<file path="src/rtl/thread_fetch_sched.sv">
// thread_fetch_sched: per-thread PC file and round-robin fetch selector; FETCH_SKIP_STALLED_EN skips ineligible threads.
// One-cycle registered outputs; stallF freezes selection and outputs while redirect/halt still update thread state.
module thread_fetch_sched #(
  parameter int          NTHREADS  = 4,
  parameter logic [31:0] RESET_PC  = 32'h0000_0000,
  parameter logic [31:0] PC_STRIDE = 32'h0000_0100,
  localparam int         TW        = $clog2(NTHREADS)
) (
  input  logic                clk,
  input  logic                reset,
  input  logic                stallF,
  input  logic [NTHREADS-1:0] thread_ready,
  input  logic                redirect_valid,
  input  logic [TW-1:0]       redirect_tid,
  input  logic [31:0]         redirect_pc,
  input  logic                halt_valid,
  input  logic [TW-1:0]       halt_tid,
  output logic [31:0]         PCF,
  output logic [TW-1:0]       tidF,
  output logic                validF,
  output logic                all_halted
);

  logic [31:0]         pcQ [NTHREADS];
  logic [NTHREADS-1:0] activeQ;
  logic [TW-1:0]       rrQ;

  logic [NTHREADS-1:0] activeNext;
  logic [NTHREADS-1:0] eligible;
  logic [TW-1:0]       selTid;
  logic                selFound;
  logic                issue;
  logic                redirHitSel;
  logic [31:0]         issuePc;
  logic [TW-1:0]       rrNext;
`ifdef FETCH_SKIP_STALLED_EN
  logic [TW-1:0]       cand;
`endif

  // A same-cycle halt already removes the thread from this cycle's selection.
  always_comb begin
    activeNext = activeQ;
    if (halt_valid) begin
      activeNext[halt_tid] = 1'b0;
    end
    eligible = activeNext & thread_ready;
  end

  always_comb begin
    selTid   = rrQ;
    selFound = 1'b0;
`ifdef FETCH_SKIP_STALLED_EN
    cand = rrQ;
    for (int i = 0; i < NTHREADS; i++) begin
      cand = rrQ + TW'(i);
      if (!selFound && eligible[cand]) begin
        selFound = 1'b1;
        selTid   = cand;
      end
    end
`else
    selFound = eligible[rrQ];
`endif
  end

  always_comb begin
    issue       = !stallF && selFound;
    redirHitSel = redirect_valid && (redirect_tid == selTid);
    issuePc     = redirHitSel ? redirect_pc : pcQ[selTid];
    if (stallF) begin
      rrNext = rrQ;
    end else if (selFound) begin
      rrNext = selTid + TW'(1);
    end else begin
`ifdef FETCH_SKIP_STALLED_EN
      rrNext = rrQ;
`else
      rrNext = rrQ + TW'(1);
`endif
    end
  end

  always_ff @(posedge clk) begin
    if (reset) begin
      for (int i = 0; i < NTHREADS; i++) begin
        pcQ[i] <= RESET_PC + 32'(i) * PC_STRIDE;
      end
      activeQ    <= '1;
      rrQ        <= '0;
      PCF        <= RESET_PC;
      tidF       <= '0;
      validF     <= 1'b0;
      all_halted <= 1'b0;
    end else begin
      // The issue path already folds in a same-thread redirect, so it takes priority here.
      for (int i = 0; i < NTHREADS; i++) begin
        if (issue && (selTid == TW'(i))) begin
          pcQ[i] <= issuePc + 32'd4;
        end else if (redirect_valid && (redirect_tid == TW'(i))) begin
          pcQ[i] <= redirect_pc;
        end
      end
      activeQ    <= activeNext;
      rrQ        <= rrNext;
      all_halted <= ~|activeNext;
      if (!stallF) begin
        validF <= issue;
        if (issue) begin
          PCF  <= issuePc;
          tidF <= selTid;
        end
      end
    end
  end

endmodule

</file>
<file path="config.mk">
export PLATFORM = sky130hd
export DESIGN_NAME = thread_fetch_sched
export DESIGN_NICKNAME = d
export VERILOG_FILES = /design/src/rtl/thread_fetch_sched.sv
export SDC_FILE = /design/constraint.sdc
export NUM_CORES = 1
export LEC_CHECK = 0
export BUFFER_PORTS_ARGS = -buffer_cell sky130_fd_sc_hd__buf_4
export CAP_MARGIN = 20
export CORE_MARGIN = 2
export CORE_UTILIZATION = 45
export CTS_BUF_LIST = sky130_fd_sc_hd__clkbuf_16
export DETAILED_ROUTE_END_ITERATION = 10
export GPL_ROUTABILITY_DRIVEN = 0
export PLACE_DENSITY_LB_ADDON = 0.15
export SLEW_MARGIN = 30
export SYNTH_ARGS = -nofsm -noshare
export SYNTH_HDL_FRONTEND = slang
export SYNTH_SLANG_ARGS = --single-unit
</file>
<file path="constraint.sdc">
create_clock -name clk -period 4.3 [get_ports clk]
set_input_delay 0.43 -clock clk [delete_from_list [all_inputs] [get_ports clk]]
set_output_delay 0.43 -clock clk [all_outputs]
set_load 0.02 [all_outputs]
</file>
; ---- Yosys cells after proc, flatten, opt, wreduce, memory -nomap -nowiden
; Memory sizes are Yosys's and may differ from the RTL's. A register that Yosys moved wholly into a read port is not among the register bits.
; Index checks and enable logic that the tools add are counted.
[op_classes]
add_sub_neg = 2
n_lt_le_gt_ge = 3
eq_ne = 7
n_mux = 46
n_bitwise = 12
n_reduce_logical = 17
[ops]
columns = operator, count
row1 = $mux W32, 9
row2 = $add A32 B3 Y32 const B, 1
row3 = $mux W1, 32
row4 = $logic_and A1 B1 Y1, 11
row5 = $and A4 B4 Y4, 2
row6 = $eq A2 B2 Y1 const B, 4
row7 = $or A1 B1 Y1, 8
row8 = $lt A2 B3 Y1 const B, 2
row9 = $eq A2 B1 Y1 const B, 2
row10 = $logic_not A2 Y1, 2
row11 = $mux W2, 2
row12 = $mux W4, 1
row13 = $not A4 Y4, 1
row14 = $reduce_or A4 Y1, 1
row15 = $add A2 B1 Y2 const B, 1
row16 = $bmux W1 S2, 1
row17 = $demux W1 S2, 1
row18 = $eq A2 B2 Y1, 1
row19 = $ge A2 B1 Y1 const B, 1
row20 = $logic_not A1 Y1, 2
row21 = $reduce_and A2 Y1, 1
row22 = $not A1 Y1, 1
[totals]
ff_bits = 42
ram_bits = 128
inputBits = 45
elab_cells = 94
mem_count = 1
[mem_list]
columns = memory, depth, width, read_ports, rd_clocked_by_memory_dff, wr, line
row1 = pcQ, 4, 32, 1, 1, 4, 24  ; logic [31:0] pcQ [NTHREADS];

; ---- Logic depth before layout (Yosys ltp)
; Gate-level depths: netlist (run 1).
[depth]
word_depth = 17
ltp_mapped = 14
depth_no_buf = 10

; ---- Worst setup path after synthesis (run 1)
; OpenSTA, ideal clock, no wires.
[synth_timing]
path_kind = input to register
startpoint = input redirect_valid
endpoint = memory pcQ[0][26], data pin
setup_time_ns = 0.265
arrival_time_ns = 3.474
t_required_ns = 4.035
slack_ns = 0.562
path_stages = 13
n_path_buf = 3
cell_sequence = buf_2 > inv_1 > clkbuf_1 > nor3_1 > clkbuf_1 > nand2_1 > nand2_1 > ha_1 > a21boi_0 > nand4_1 > nor4b_2 > xnor2_1 > o21ai_1
[synth_lines]
columns = item, line
row1 = "start, declared", 13  ; input logic redirect_valid,
row2 = "end, declared", 24

==> flow_metrics.py, run 1 <==
metrics = {
    "status": {
        "outcome": "complete, no violations",
    },
    "hold_path": {
        "worst_hold_path.num_cells": 3,
        "hold_end": "validF",
        "hp-start": "stallF",
        "min_path_type": "input port to flop",
    },
    "floorplan": {
        "die_width_um": 145.1,
        "ios": 81,
        "die-area_mm2": 0.02105,
        "start_util": 0.4588,
        "die_h_um": 145.1,
        "rows": 51,
        "core_area_mm2": 0.01953,
    },
    "global_route": {
        "use_met3": 0.04340,
        "grt_start_max_net_pins": 65,
        "grt_util_met2": 0.4102,
        "grt_pass1_wl_mm": 41.41,
        "antenna_found_initial": 0,
        "grt-busiest-layer": "met2",
        "grt_pass1_vias": 7044,
        "track_usage": 0.2589,
        "grtUsageMet1": 0.3650,
        "gr-total-overflow": 0,
    },
    "synthesis": {
        "synth_nets": 835,
        "muxShareOfSynthArea": 0.1173,
        "synthSimpleGateAreaFrac": 0.1270,
        "synth_compound_area_frac": 0.1550,
        "synth_top_family_by_area": "compound AO/OA/AOI/OAI gates",
        "yosysWarningCount": 0,
        "synth_edf_count": 128,
        "syn_area_per_cell_um2": 11.41,
        "synth-async-reset-ratio": 0,
        "yosys.cell_types.count": 56,
        "synth-xor-area-share": 0.03310,
        "yosysSeqAreaShare": 0.5274,
        "syn_area_mm2": 0.008959,
        "synth_seq_cells": 172,
        "synth_cells": 785,
        "synth_ff_type": "edfxtp_1",
        "synth-adder-area-share": 0.006983,
    },
    "timing": {
        "final.min_clock_period_ns": 3.931,
        "skew_ns": 0.01127,
        "period_share": 0.9142,
        "slew_headroom": 0.3887,
        "fmax_ghz": 0.2544,
        "tightestPinTransition_ns": 0.9169,
        "finalSetupTns_ns": 0,
        "finalSetupViolCount": 0,
        "final_hold_viol_count": 0,
        "slew_viol_final": 0,
        "grt_setup_unrepaired": "no",
    },
    "cts": {
        "clock-sinks": 172,
        "cts-root-buf": "clkbuf_16",
        "postCtsHoldBufs": 0,
        "clkTransAtPathRegs_ns": 0.06,
        "cts_tree": "done",
        "cts_buffers": 17,
        "cts_max_level": 4,
        "cts.path.max_buffers": 2,
        "clk-insertion-delay-late_ns": 0.42,
    },
    "routing": {
        "wl_per_cell_um": 24.11,
        "drc_errors": 0,
        "first_iter_violations": 1015,
        "vias": 7171,
        "drt-total-wl_mm": 27.46,
        "dr.pass1.iters": 6,
        "drtAntennaViolNets": 0,
        "vias_per_cell": 6.296,
    },
    "setup_path": {
        "r2r_end": "pcQ[2][14]",
        "rr_worst_depth": 10,
        "regToRegSetupSlack_ns": 0.37,
        "crit_type": "flop to flop",
        "required_ns": 4.47,
        "worstReg2RegStart": "rrQ[1]",
        "end_kind": "flop",
        "startpoint_type": "flop",
        "critPathArrivalTime_ns": 4.10,
        "crit_fanout": 14,
    },
    "finish": {
        "final_util": 0.5405,
        "layout.cells.non_filler": 1139,
        "antenna_cells": 0,
        "final_common_cell": "edfxtp_1",
        "fillerInstances": 1724,
        "layout_common_cells": "edfxtp_1 (128), nand2_1 (112), buf_4 (111)",
        "final_net_count": 911,
        "area_growth_pct": 17.81,
        "final_layout_size_suffix_gt1_frac": 0.2254,
    },
    "run": {
        "maxCapViolations": 0,
    },
    "power": {
        "peakVddDrop_mv": 0.3068,
        "p_leak_nw": 3.801,
        "power_density_mw_per_mm2": 412.8,
    },
    "placement": {
        "io_buffers": 80,
        "dp_hpwl_mm": 17.46,
        "placed_cells": 1107,
    },
}
[area by class of cell]
class | count | area, um2 | area share
inverter | 9 | 33.78 | 0.003201
clock buffer | 17 | 425.4 | 0.04031
multi-input combinational | 546 | 3989 | 0.3779
sequential | 172 | 4726 | 0.4478
tap | 265 | 331.6 | 0.03142
clock inverter | 15 | 135.1 | 0.01280
timing repair buffer | 115 | 913.4 | 0.08654
[worst max-delay path, stage by stage, from the launching register on]
cell      delay, ns
dfxtp_1        0.55
xor2_2         0.31
nor3_2         0.46
nand2_1        0.16
nand2_1        0.18
ha_1           0.21
a21boi_1       0.52
nand3_1        0.37
nor3b_1        0.56
xnor2_1        0.23
o21ai_0        0.13
[state kept, by name, indices dropped and copies added (netlist names), named ones only]
| signal | count |
|---|---|
| rrQ | 2 |
| all_halted | 1 |
| tidF | 2 |
| PCF | 32 |
| activeQ | 4 |
| pcQ | 128 |
| validF | 1 |
[cells by family after synthesis]
| group | count (synthesis) |
|---|---|
| flip-flops | 172 |
| AND/OR/NAND/NOR | 246 |
| multiplexers | 64 |
| buffers and inverters | 67 |
| adder cells (fa/ha/maj) | 5 |
| AO/OA/AOI/OAI | 198 |
| XOR/XNOR | 33 |
[cells in the mapped netlist, drive strengths merged, types with 14 or more instances]
library cell / instances / area, um2
o21ai: 64 / 320.3
nand2: 112 / 420.4
buf: 21 / 125.1
mux2i: 24 / 240.2
mux4: 32 / 720.7
edfxtp: 128 / 3844
dfxtp: 44 / 880.8
a211oi: 14 / 105.1
a22o: 56 / 490.5
nor2: 52 / 195.2
nand3: 22 / 110.1
xnor2: 20 / 175.2
clkbuf: 37 / 138.9
a21oi: 16 / 80.08
[power by group]
part,leakage [nW],total (mW),internal [mW],switching [mW]
clock,0.282,1.48,0.845,0.639
sequential,1.70,1.98,1.92,0.0554
combinational,1.82,0.893,0.336,0.557
[metrics by stage]
| step | area, um2 | hold slack (ns) | setup WS (ns) | total power [mW] |
|---|---|---|---|---|
| after floorplan | 8959 | 0.4447 | 0.5617 | 2.555 |
| after global placement | 9993 | 0.4655 | 0.4419 | 2.877 |
| after detailed placement | 9993 | 0.4679 | 0.2630 | 2.893 |
| after CTS | 10550 | 0.3050 | 0.2332 | 4.363 |
| after global routing | 10550 | 0.3143 | 0.1585 | 4.504 |
| final | 10550 | 0.3159 | 0.3687 | 4.357 |
[worst max path at each step]
stage | start | to | slack [ns] | cells past startpoint
after floorplan | redirect_valid | pcQ[0][26] | 0.56 | 13
after global placement | redirect_tid[1] | pcQ[2][26] | 0.44 | 10
after detailed placement | redirect_tid[1] | pcQ[2][14] | 0.26 | 10
after CTS | rrQ[1] | pcQ[1][26] | 0.23 | 10
after global routing | rrQ[1] | pcQ[2][14] | 0.16 | 10
final | rrQ[1] | pcQ[2][14] | 0.37 | 10
[metal layers]
| metal | up-vias | routed length (um) |
|---|---|---|
| li1 | 3145 | - |
| met1 | 3525 | 11380 |
| met2 | 446 | 12900 |
| met3 | 55 | 2590 |
| met4 | 0 | 596 |
| met5 | - | 0 |
[repair_timing]
action	4_1_cts	5_1_grt
setup buffers	0	0
gates resized for setup	0	1
endpoints found under the setup margin	0	19
Power figures use the tool's default switching activity.
==> inputs of run 2 (changes only) <==
Clock period 4.3 ns to 3.3 ns, I/O delays scaled along.
==> flow_metrics.py, run 2 (synthesis gave the netlist of run 1 again) <==
metrics = {
    "status": {
        "outcome": "complete, no violations",
    },
    "placement": {
        "io_buffers": 80,
        "dp_hpwl_mm": 18.13,
        "placed_cells": 1137,
    },
    "finish": {
        "largestRegisters": "pcQ (128), PCF (32), activeQ (4)",
        "antenna_cells": 0,
        "layout.cells.non_filler": 1169,
        "final_common_cell": "buf_4",
        "final_layout_size_suffix_gt1_frac": 0.2577,
        "top_register": "pcQ",
        "final_net_count": 941,
        "area_growth_pct": 21.87,
        "layout_common_cells": "buf_4 (140), edfxtp_1 (128), nand2_1 (112)",
        "largest_reg_flops": 128,
    },
    "timing": {
        "finalSetupTns_ns": 0,
        "finalSetupViolCount": 0,
        "slew_viol_final": 0,
        "tightestPinTransition_ns": 0.9287,
        "fmax_ghz": 0.3229,
        "skew_ns": 0.01017,
        "slew_headroom": 0.3809,
        "final.min_clock_period_ns": 3.097,
        "fin_hold_ws_ns": 0.2040,
        "period_share": 0.9385,
        "grt_setup_unrepaired": "no",
        "final_hold_viol_count": 0,
    },
    "power": {
        "peakVddDrop_mv": 0.3935,
        "finalPower_mw": 6.026,
        "share_seq_of_total_power": 0.428,
        "p_leak_nw": 3.986,
        "pwr-share-comb": 0.202,
        "p_sw_frac": 0.2816,
        "power_density_mw_per_mm2": 551.9,
        "p_switching_mw": 1.697,
        "power_frac_clock": 0.370,
        "p_int_mw": 4.329,
    },
    "global_route": {
        "grt_pass1_wl_mm": 42.48,
        "grt_pass1_vias": 7192,
        "track_usage": 0.2661,
        "antenna_found_initial": 0,
        "grt_start_max_net_pins": 64,
        "gr-total-overflow": 0,
    },
    "setup_path": {
        "required_ns": 3.47,
        "crit_type": "flop to flop",
        "crit_slowest_cell": "dfxtp_2",
        "crit_fanout": 10,
        "worstSetupPathDepth": 8,
        "rr_worst_depth": 8,
        "critPathArrivalTime_ns": 3.27,
        "r2r_end": "pcQ[0][27]",
        "path_buf_inv": 1,
        "slowest_delay_ns": 0.60,
        "worst_path_dominant_cell_family": "simple AND/OR/NAND/NOR gates",
        "regToRegSetupSlack_ns": 0.20,
        "end_kind": "flop",
        "crit_path_cell_trace": "buf_12 -> mux4_2 -> nand2_1 -> o22ai_2 -> nand4_2 -> nor4_2 -> xnor2_1 -> o21ai_1",
        "startpoint_type": "flop",
    },
    "cts": {
        "cts-root-buf": "clkbuf_16",
        "clkTransAtPathRegs_ns": 0.07,
        "clk-insertion-delay-late_ns": 0.44,
        "cts_max_level": 4,
        "cts_buffers": 17,
        "clock-sinks": 172,
        "cts_tree": "done",
        "cts.path.max_buffers": 2,
    },
    "hold_path": {
        "hp-start": "stallF",
        "hold_end": "validF",
        "worst_hold_path.num_cells": 3,
        "min_path_type": "input port to flop",
    },
    "floorplan": {
        "die_h_um": 145.1,
        "core_area_mm2": 0.01953,
        "start_util": 0.4588,
        "die_width_um": 145.1,
        "ios": 81,
        "die-area_mm2": 0.02105,
        "rows": 51,
    },
    "routing": {
        "drtAntennaViolNets": 0,
        "wl_per_cell_um": 23.96,
        "drt-total-wl_mm": 28.02,
        "vias": 7274,
        "first_iter_violations": 783,
        "dr.pass1.iters": 6,
        "drc_errors": 0,
        "vias_per_cell": 6.222,
    },
    "run": {
        "maxCapViolations": 0,
    },
}
==> run 2: cell count changes in the layout (fill, tap and decap cells not counted), moves of 2 or more <==
| cell | before | now |
|---|---|---|
| buf_4 | 111 | 140 |
| bufinv_16 | 2 | 5 |
| inv_1 | 12 | 9 |
| a2111oi_2 | 2 | 0 |
| a2111oi_4 | 1 | 3 |
==> run 2: worst max path at each step <==
stage / startpoint / slack [ns] / endpoint
3_3_place_gp: redirect_tid[0] / 0.16 / pcQ[2][27]
3_5_place_dp: redirect_tid[0] / 0.02 / pcQ[1][31]
5_1_grt: rrQ[1] / 0.02 / pcQ[2][31]
6_report: flop / 0.20 / pcQ[0][27]
4_1_cts: rrQ[0] / 0.13 / pcQ[0][27]
2_1_floorplan: rrQ[0] / 0.04 / pcQ[3][0]
==> run 2: area by class of cell <==
class	count	area, um2
Clock buffer	17	425.4
Clock inverter	15	219.0
Fill cell	1675	8608
Inverter	9	33.78
Multi-Input combinational cell	546	4031
Sequential cell	172	4726
Tap cell	265	331.6
Timing Repair Buffer	145	1151
==> run 2: power by group through the flow <==
stage | sequential [mW] | combinational [mW] | clock, mW
after floorplan | 2.65 | 0.686 | 0
after global placement | 2.61 | 1.18 | 0
after detailed placement | 2.62 | 1.20 | 0
after CTS | 2.58 | 1.21 | 2.24
after global routing | 2.59 | 1.30 | 2.33
final | 2.58 | 1.22 | 2.23
==> run 2: worst min-delay path, stage by stage <==
cell	delay, ns
buf_4	0.13
a21oi_1	0.07
nor2_1	0.07
==> run 2: what timing repair did <==
item / CTS / global route
hold buffers: 0 / 0
resized for setup: 0 / 1
setup endpoints to repair: 0 / 22
buffers inserted: 0 / 0
==> run 2: metal layers <==
layer	global-route usage	wire length, um	vias up
met5	0	0	-
met4	0.07353	530	0
met3	0.06258	2739	55
met2	0.4207	13100	441
met1	0.3700	11650	3570
li1	-	-	3208
==> run 2: through the flow <==
| stage | util | worst slack [ns] | instance area, um2 |
|---|---|---|---|
| after floorplan | - | 0.04119 | 8975 |
| after global placement | 0.5246 | 0.1556 | 10240 |
| after detailed placement | 0.5258 | 0.02281 | 10270 |
| after CTS | 0.5588 | 0.1308 | 10910 |
| after global routing | 0.5591 | 0.02046 | 10920 |
| final | 0.5591 | 0.2028 | 10920 |
==> inputs of run 3 (changes only) <==
Settings changed: CORE_UTILIZATION 45 to 54.
==> flow_metrics.py, run 3 (synthesis gave the netlist of run 1 again) <==
metrics = {
    "timing": {
        "period_share": 0.9629,
        "slew_headroom": 0.4335,
        "skew_ns": 0.009863,
        "grt_setup_unrepaired": "no",
        "finalSetupViolCount": 0,
        "fmax_ghz": 0.3147,
        "tightestPinTransition_ns": 0.8498,
        "finalSetupTns_ns": 0,
        "final.min_clock_period_ns": 3.178,
        "slew_viol_final": 0,
        "final_hold_viol_count": 0,
    },
    "finish": {
        "final_net_count": 928,
        "fillerInstances": 1275,
        "final_design_area_no_fill_mm2": 0.01068,
        "final_common_cell": "buf_4",
        "layout_common_cells": "buf_4 (129), edfxtp_1 (128), nand2_1 (112)",
        "final_util": 0.6511,
        "largestRegisters": "pcQ (128), PCF (32), activeQ (4)",
        "largest_reg_flops": 128,
        "antenna_cells": 0,
        "seq_area_mm2": 0.004726,
        "top_register": "pcQ",
        "final_layout_size_suffix_gt1_frac": 0.2458,
        "multi_input_area_mm2": 0.004006,
        "area_growth_pct": 19.25,
    },
    "cts": {
        "clk-insertion-delay-late_ns": 0.44,
        "post_cts_buffers": 0,
        "cts-root-buf": "clkbuf_16",
        "cts_max_level": 4,
        "cts_tree": "done",
        "clkTransAtPathRegs_ns": 0.07,
        "clock-sinks": 172,
        "postCtsHoldBufs": 0,
        "cts_buffers": 17,
        "cts.path.max_buffers": 2,
    },
    "routing": {
        "vias_per_cell": 6.536,
        "wl_per_cell_um": 24.07,
        "drc_errors": 0,
        "drt-total-wl_mm": 26.74,
        "first_iter_violations": 943,
        "drtAntennaViolNets": 0,
        "dr.pass1.iters": 6,
        "vias": 7262,
    },
    "hold_path": {
        "min_path_type": "input port to flop",
    },
    "floorplan": {
        "die_width_um": 132.8,
        "start_util": 0.5460,
        "die-area_mm2": 0.01764,
        "ios": 81,
        "rows": 47,
        "die_h_um": 132.8,
        "core_area_mm2": 0.01641,
    },
    "setup_path": {
        "critPathArrivalTime_ns": 3.35,
        "end_kind": "flop",
        "crit_type": "flop to flop",
        "crit_path_cell_trace": "xor2_2 -> buf_4 -> o31ai_1 -> a222oi_1 -> buf_4 -> nand4_2 -> nor4_1 -> xor2_1 -> o21ai_0",
        "crit_fanout": 12,
        "slowest_delay_ns": 0.53,
        "required_ns": 3.47,
        "crit_slowest_cell": "xor2_2",
        "startpoint_type": "flop",
        "crit_top_cell": "buf_4",
    },
    "run": {
        "maxCapViolations": 0,
    },
    "power": {
        "power_density_mw_per_mm2": 550.0,
        "p_leak_nw": 3.900,
        "peakVddDrop_mv": 0.3976,
    },
    "placement": {
        "io_buffers": 80,
        "place_area_mm2": 0.01006,
        "dp_hpwl_mm": 17.20,
    },
    "global_route": {
        "grt_pass1_vias": 7145,
        "gr-total-overflow": 0,
        "antenna_found_initial": 0,
        "grt_start_max_net_pins": 34,
        "track_usage": 0.3102,
        "grt_pass1_wl_mm": 40.83,
    },
    "status": {
        "outcome": "complete, no violations",
    },
}
run 3: metal layers:
layer	track usage	share of wire	vias up	wire length [um]
li1	-	-	3192	-
met1	0.4353	0.40	3545	10590
met2	0.4876	0.47	456	12610
met3	0.05939	0.11	69	2876
met4	0.1093	0.025	0	659
met5	0	0	-	0
run 3: per-stage QoR:
step	hold WS, ns	setup WS [ns]	cells	power, mW
2_1_floorplan	0.4447	0.04119	785	3.334
6_report	0.1884	0.1223	1111	5.875
5_1_grt	0.2150	0.007242	1111	6.046
3_5_place_dp	0.4648	0.06364	1079	3.780
3_3_place_gp	0.4590	0.2128	1079	3.743
4_1_cts	0.1816	0.1239	1111	5.862
run 3: repair_timing:
item,in CTS,in global routing
gates resized for setup,0,1
endpoints found under the hold margin,0,0
setup endpoints to repair,0,4
run 3: area by class of cell:
| cell class | instances | area share |
|---|---|---|
| Sequential cell | 172 | 0.4424 |
| Multi-Input combinational cell | 546 | 0.3750 |
| Timing Repair Buffer | 132 | 0.09628 |
| Clock buffer | 17 | 0.03982 |
| Tap cell | 220 | 0.02577 |
| Clock inverter | 15 | 0.01757 |
| Inverter | 9 | 0.003162 |
run 3: final timing paths:
check             start    endpoint  slack, ns  depth (start not counted)
max              rrQ[1]  pcQ[0][31]       0.12                          9
min          halt_valid  all_halted       0.19                          3
max reg2reg      rrQ[1]  pcQ[0][31]       0.12                          9
min reg2reg      PCF[8]      PCF[8]       0.47                          2
run 3: report_power, final:
| group | internal, mW | switching (mW) | total [mW] | leakage (nW) |
|---|---|---|---|---|
| clock network | 1.21 | 0.913 | 2.12 | 0.302 |
| logic | 0.457 | 0.728 | 1.18 | 1.90 |
| registers | 2.51 | 0.0645 | 2.57 | 1.70 |
| total | 4.17 | 1.70 | 5.88 | 3.90 |
run 3: worst max-delay path, delay by kind of cell, from the launching register on:
family	cells	cell delay, ns
XOR/XNOR	2	0.81
AND/OR/NAND/NOR	2	0.67
AO/OA/AOI/OAI	3	0.62
buffers and inverters	2	0.43
flip-flops	1	0.37
